## src/rtl/envelope_detector_if.sv

```systemverilog
// Sample/envelope bundle for envelope_detector.
// sample_valid qualifies wave_in with no backpressure; env_valid is a one-cycle pulse per new envelope.
interface envelope_detector_if;
    logic       sample_valid;
    logic [7:0] wave_in;
    logic [7:0] envelope;
    logic       env_valid;
    logic [2:0] phase;
    logic [7:0] phase_windows;
    logic [7:0] note_count;

    modport master (
        output sample_valid, wave_in,
        input  envelope, env_valid, phase, phase_windows, note_count
    );

    modport slave (
        input  sample_valid, wave_in,
        output envelope, env_valid, phase, phase_windows, note_count
    );
endinterface

```

## src/rtl/envelope_detector.sv

```systemverilog
// Windowed peak envelope follower with an ADSR phase classifier.
// Optional macro ENV_SMOOTH_EN averages each new peak with the previous envelope.
module envelope_detector #(
    parameter int WINDOW_LOG2 = 8,
    parameter int DELTA       = 1
) (
    input  logic clk,
    input  logic reset,
    envelope_detector_if.slave bus
);

    typedef enum logic [2:0] {
        IDLE    = 3'd0,
        ATTACK  = 3'd1,
        DECAY   = 3'd2,
        SUSTAIN = 3'd3,
        RELEASE = 3'd4
    } phase_e;

    localparam logic [8:0]             DELTA9 = 9'(DELTA);
    localparam logic [WINDOW_LOG2-1:0] LAST   = '1;

    logic [WINDOW_LOG2-1:0] r_count;
    logic [7:0]             r_peak;
    logic [7:0]             r_envelope;
    logic                   r_env_valid;
    phase_e                 r_phase;
    logic [7:0]             r_phase_windows;
    logic [7:0]             r_note_count;

    phase_e     w_next_phase;
    logic       w_note_done;
    logic       w_close;
    logic       w_rise;
    logic       w_fall;
    logic [7:0] w_peak_final;
    logic [7:0] w_n;
    logic [8:0] w_n9;
    logic [8:0] w_p9;

    assign w_close      = bus.sample_valid && (r_count == LAST);
    assign w_peak_final = (bus.wave_in > r_peak) ? bus.wave_in : r_peak;

`ifdef ENV_SMOOTH_EN
    logic [8:0] w_sum;
    assign w_sum = {1'b0, r_envelope} + {1'b0, w_peak_final} + 9'd1;
    assign w_n   = w_sum[8:1];
`else
    assign w_n = w_peak_final;
`endif

    // 9-bit compares so P+DELTA and N+DELTA cannot wrap.
    assign w_n9   = {1'b0, w_n};
    assign w_p9   = {1'b0, r_envelope};
    assign w_rise = w_n9 > (w_p9 + DELTA9);
    assign w_fall = (w_n9 + DELTA9) < w_p9;

    always_comb begin
        w_next_phase = r_phase;
        w_note_done  = 1'b0;
        if (w_close) begin
            case (r_phase)
                IDLE: begin
                    if (w_n9 > DELTA9) w_next_phase = ATTACK;
                end
                ATTACK: begin
                    if (w_rise)      w_next_phase = ATTACK;
                    else if (w_fall) w_next_phase = DECAY;
                    else             w_next_phase = SUSTAIN;
                end
                DECAY: begin
                    if (w_fall)      w_next_phase = DECAY;
                    else if (w_rise) w_next_phase = ATTACK;
                    else             w_next_phase = SUSTAIN;
                end
                SUSTAIN: begin
                    if (w_rise)      w_next_phase = ATTACK;
                    else if (w_fall) w_next_phase = RELEASE;
                    else             w_next_phase = SUSTAIN;
                end
                RELEASE: begin
                    if (w_n9 <= DELTA9) begin
                        w_next_phase = IDLE;
                        w_note_done  = 1'b1;
                    end else if (w_rise) begin
                        w_next_phase = ATTACK;
                    end
                end
                default: w_next_phase = IDLE;
            endcase
        end
    end

    always_ff @(posedge clk or posedge reset) begin
        if (reset) begin
            r_count         <= '0;
            r_peak          <= '0;
            r_envelope      <= '0;
            r_env_valid     <= 1'b0;
            r_phase         <= IDLE;
            r_phase_windows <= '0;
            r_note_count    <= '0;
        end else begin
            r_env_valid <= w_close;
            if (w_close) begin
                r_count    <= '0;
                r_peak     <= '0;
                r_envelope <= w_n;
                r_phase    <= w_next_phase;
                if (w_next_phase != r_phase)
                    r_phase_windows <= '0;
                else if (r_phase_windows != 8'hFF)
                    r_phase_windows <= r_phase_windows + 8'd1;
                if (w_note_done)
                    r_note_count <= r_note_count + 8'd1;
            end else if (bus.sample_valid) begin
                r_count <= r_count + 1'b1;
                r_peak  <= w_peak_final;
            end
        end
    end

    assign bus.envelope      = r_envelope;
    assign bus.env_valid     = r_env_valid;
    assign bus.phase         = r_phase;
    assign bus.phase_windows = r_phase_windows;
    assign bus.note_count    = r_note_count;

endmodule
```

## src/flat_wrapper.sv

```systemverilog
// flat-port wrapper written by rule: the top's interface ports become plain ports
module envelope_detector_flat 
#(
    parameter int WINDOW_LOG2 = 8,
    parameter int DELTA       = 1
)
  (clk, reset, bus_sample_valid, bus_wave_in, bus_envelope, bus_env_valid, bus_phase, bus_phase_windows, bus_note_count);
  envelope_detector_if bus_i ();
  input  logic clk;
  input  logic reset;
  input wire logic [$bits(bus_i.sample_valid)-1:0] bus_sample_valid;
  input wire logic [$bits(bus_i.wave_in)-1:0] bus_wave_in;
  output wire logic [$bits(bus_i.envelope)-1:0] bus_envelope;
  output wire logic [$bits(bus_i.env_valid)-1:0] bus_env_valid;
  output wire logic [$bits(bus_i.phase)-1:0] bus_phase;
  output wire logic [$bits(bus_i.phase_windows)-1:0] bus_phase_windows;
  output wire logic [$bits(bus_i.note_count)-1:0] bus_note_count;
  assign bus_i.sample_valid = bus_sample_valid;
  assign bus_i.wave_in = bus_wave_in;
  assign bus_envelope = bus_i.envelope;
  assign bus_env_valid = bus_i.env_valid;
  assign bus_phase = bus_i.phase;
  assign bus_phase_windows = bus_i.phase_windows;
  assign bus_note_count = bus_i.note_count;
  envelope_detector #(.WINDOW_LOG2(WINDOW_LOG2), .DELTA(DELTA)) u_core (.clk(clk), .reset(reset), .bus(bus_i));
endmodule
```

## config.mk

```make
export PLATFORM = sky130hd
export DESIGN_NAME = envelope_detector_flat
export DESIGN_NICKNAME = d
export VERILOG_FILES = /design/src/rtl/envelope_detector_if.sv /design/src/rtl/envelope_detector.sv /design/src/flat_wrapper.sv
export SDC_FILE = /design/constraint.sdc
export NUM_CORES = 1
export LEC_CHECK = 0
export ABC_AREA = 1
export CORE_MARGIN = 1.5
export CORE_UTILIZATION = 61
export DETAILED_ROUTE_END_ITERATION = 8
export PLACE_DENSITY = 0.86
export SLEW_MARGIN = 0
export SYNTH_ARGS = -nofsm -noshare
export SYNTH_HDL_FRONTEND = slang
export SYNTH_SLANG_ARGS = --single-unit
```

## constraint.sdc

```tcl
create_clock -name clk -period 11.3 [get_ports clk]
set_clock_uncertainty 0.2 [all_clocks]
set_input_delay 1.13 -clock clk [delete_from_list [all_inputs] [get_ports clk]]
set_output_delay 1.13 -clock clk [all_outputs]
set_load 0.005 [all_outputs]
```

==> metrics.txt <==
Worst path most repeated cell sky130_fd_sc_hd__nand2_1; Total Nets Final 514; outcome finished clean; stage delay of the slowest cell on the critical path 0.44 ns; die width 77.3 µm; wire length of the first global-routing pass 12.3 mm; setup slack of the critical path after layout 5.71 ns; vertical die dimension 77.3 µm; number of enable-type register cells in the synthesized netlist 0; static leakage 2.05 nW; syn_nets 474; clock sink count 44; leading cell type in the layout, fill and taps excluded sky130_fd_sc_hd__nand2_1; Maximum Capacitance Violations 0; clk slew on worst S/H paths 0.09 ns; Iter 0 DRT Violations 204; kind of critical path in2reg; routability congestion estimate 0.899; pin slew with the least headroom to its limit 0.842 ns; sum of net half-perimeters after detailed placement 5.19 mm; Post-CTS Hold Fix Bufs 0; starting utilization of the core area 64.6%; final-report max-slew violation count 0; maximum number of pins on one net before global-route repair 45; data arrival time at the worst-slack endpoint 5.63 ns; aggregate routed wire length 6.87 mm; count of yosys warnings during synthesis 0; cells resized by post-CTS repair 0; worst IR drop on VDD 156 µV; TritonCTS clock tree built; cell area after placement 3800 µm²; Final setup violation count 0; gr usage total 25.5%; nature of the critical path startpoint primary input; Final TNS setup 0 ns; library cell with the largest summed area after synthesis sky130_fd_sc_hd__dfrtp_1; power density of the placed cells 227 nW/µm²; number of distinct library cell variants in the gate-level netlist after synthesis 30; Max Freq 179 MHz; number of optimization iterations in the first detailed-route pass 5; ratio of routed vias to standard cells 5.31; number of vias after detailed routing 2,886; RSZ-0062 raised after global routing no; data required time at the worst endpoint 11.34 ns; antenna fix cells 0; share of the cycle needed by the critical path after routing 49.5%; Critical-path top delay cell sky130_fd_sc_hd__clkdlybuf4s50_1; Seq cells post-synth 44; Crit Path Max Fanout 12; multi-input combinational cell area 1940 µm²; sequential cell area fraction in the yosys report 32.7%; area share of the leading cell type in the synthesized netlist 32.7%; dominant synthesized flop cell sky130_fd_sc_hd__dfrtp_1; Std-Cell Rows 26; # DRC 0; H-tree levels 2; Slew headroom 43.5%; minimum setup slack among reg-to-reg paths 6.54 ns; area growth from synthesis to layout 16.3%; quantity of I/O buffers inserted on ports 38; cts bufs inserted 5; global-route congestion overflow total 0; Register Area 1100 µm²; share of post-route cells with drive strength above 1 10.8%; number of top-level pins 39; Mapped Area 3360 µm²; Post-CTS Setup Repair Bufs 0; Total Power Consumption 0.889 mW; post-route insts no fill 544; commonest non-fill, non-tap cells in the layout sky130_fd_sc_hd__nand2_1 (91), sky130_fd_sc_hd__inv_1 (70), sky130_fd_sc_hd__dfrtp_1 (44); number of nets with antenna violations after detailed routing 0; area of the die 5970 µm²; shortest clock period the worst path allows after layout 5.59 ns; summed area of non-filler cells in the final layout 3910 µm²; cell types with the largest area share after synthesis sky130_fd_sc_hd__dfrtp_1 (33%), sky130_fd_sc_hd__ha_1 (11%), sky130_fd_sc_hd__nand2_1 (10%), sky130_fd_sc_hd__inv_1 (7.9%), sky130_fd_sc_hd__xor2_1 (5.7%); final hold violation count 0; sort of element at the end of the critical path register; number of antenna violations at the first check in global routing 0; mean cell area of the mapped netlist 7.77 µm²; pre-CTS worst setup slack 5.43 ns; share of synthesized flip-flops with an asynchronous set or reset 100%; Bufs on Longest Clock Path 2; vias in the first global route 2,752; CORE AREA 5200 µm²; count of fill cells added during filler insertion 383; cell total after placement 536; routed wire length per instance 12.6 µm; Hold WC Path Type reg2reg; clock tree root buffer cell sky130_fd_sc_hd__clkbuf_8; clk_lat worst skew 0.31 ns; Synth Instances 433
-- report_power, final --
group / internal (mW) / switching, mW
clock: 0.0667 / 0.0608
combinational: 0.203 / 0.318
sequential: 0.199 / 0.0417
total: 0.468 / 0.420
-- flip-flops by register name, indices dropped and copies added, names as in the netlist --
name                      count
u_core.bus.phase_windows      8
u_core.bus.phase              3
u_core.bus.env_valid          1
u_core.bus.note_count         8
u_core.r_count                8
u_core.bus.envelope           8
u_core.r_peak                 8
-- stage by stage --
step / util [%] / hold slack, ns
final: 75.2 / 0.278
after global routing: 75.2 / 0.318
after CTS: 75.2 / 0.282
after detailed placement: 73.0 / 0.267
after global placement: 73.0 / 0.259
after floorplan: - / 0.264
-- final cells by class --
type | instances | area share [%]
Inverter | 75 | 7.19
Multi-Input combinational cell | 308 | 49.6
Tap cell | 70 | 2.24
Clock inverter | 3 | 1.18
Clock buffer | 5 | 1.76
Timing Repair Buffer | 39 | 9.91
Sequential cell | 44 | 28.1
-- cell families (layout without fill, tap and decap cells) --
logic type      count (synthesis)  count (layout)  share of synthesized area, %
compound gates                 43              43                          7.21
xor+xnor                       25              25                          6.51
fa+ha+maj                      30              30                          11.2
buf+inv                        81             122                          9.59
flops                          44              44                          32.7
mux                             1               1                         0.335
simple gates                  209             209                          32.5
-- routing by layer --
metal | track usage [%] | routed length [µm]
met5 | 0 | 0
met1 | 35.4 | 3320
met3 | 4.88 | 328
met2 | 40.2 | 3150
met4 | 7.45 | 74
-- worst paths after layout --
path                                           from                     endpoint  cells past startpoint
setup / recovery                     bus_wave_in[1]  u_core.bus.phase_windows[2]                     32
hold / removal             u_core.bus.note_count[7]     u_core.bus.note_count[7]                      1
setup reg to reg                   u_core.r_peak[7]  u_core.bus.phase_windows[2]                     30
hold reg to reg            u_core.bus.note_count[7]     u_core.bus.note_count[7]                      1
max in group asynchronous                     reset            u_core.r_count[0]                      3
min in group asynchronous                     reset       u_core.bus.envelope[6]                      3
-- Yosys cell counts (11+ instances only) --
| cell | count |
|---|---|
| sky130_fd_sc_hd__a21oi_1 | 12 |
| sky130_fd_sc_hd__ha_1 | 30 |
| sky130_fd_sc_hd__inv_1 | 71 |
| sky130_fd_sc_hd__o21ai_0 | 19 |
| sky130_fd_sc_hd__nand3_1 | 29 |
| sky130_fd_sc_hd__nand2_1 | 91 |
| sky130_fd_sc_hd__dfrtp_1 | 44 |
| sky130_fd_sc_hd__nand4_1 | 14 |
| sky130_fd_sc_hd__nor3_1 | 14 |
| sky130_fd_sc_hd__nor2_1 | 18 |
| sky130_fd_sc_hd__nand2_4 | 11 |
| sky130_fd_sc_hd__nand2_2 | 11 |
| sky130_fd_sc_hd__xor2_1 | 22 |
-- worst max-delay path: cells and delay by family --
| family | cells | cell delay, ns |
|---|---|---|
| fa+ha+maj | 3 | 0.88 |
| simple gates | 23 | 2.25 |
| buf+inv | 2 | 0.49 |
| compound gates | 3 | 0.71 |
| xor+xnor | 1 | 0.18 |
No activity file was read; power rests on OpenSTA's default activity.
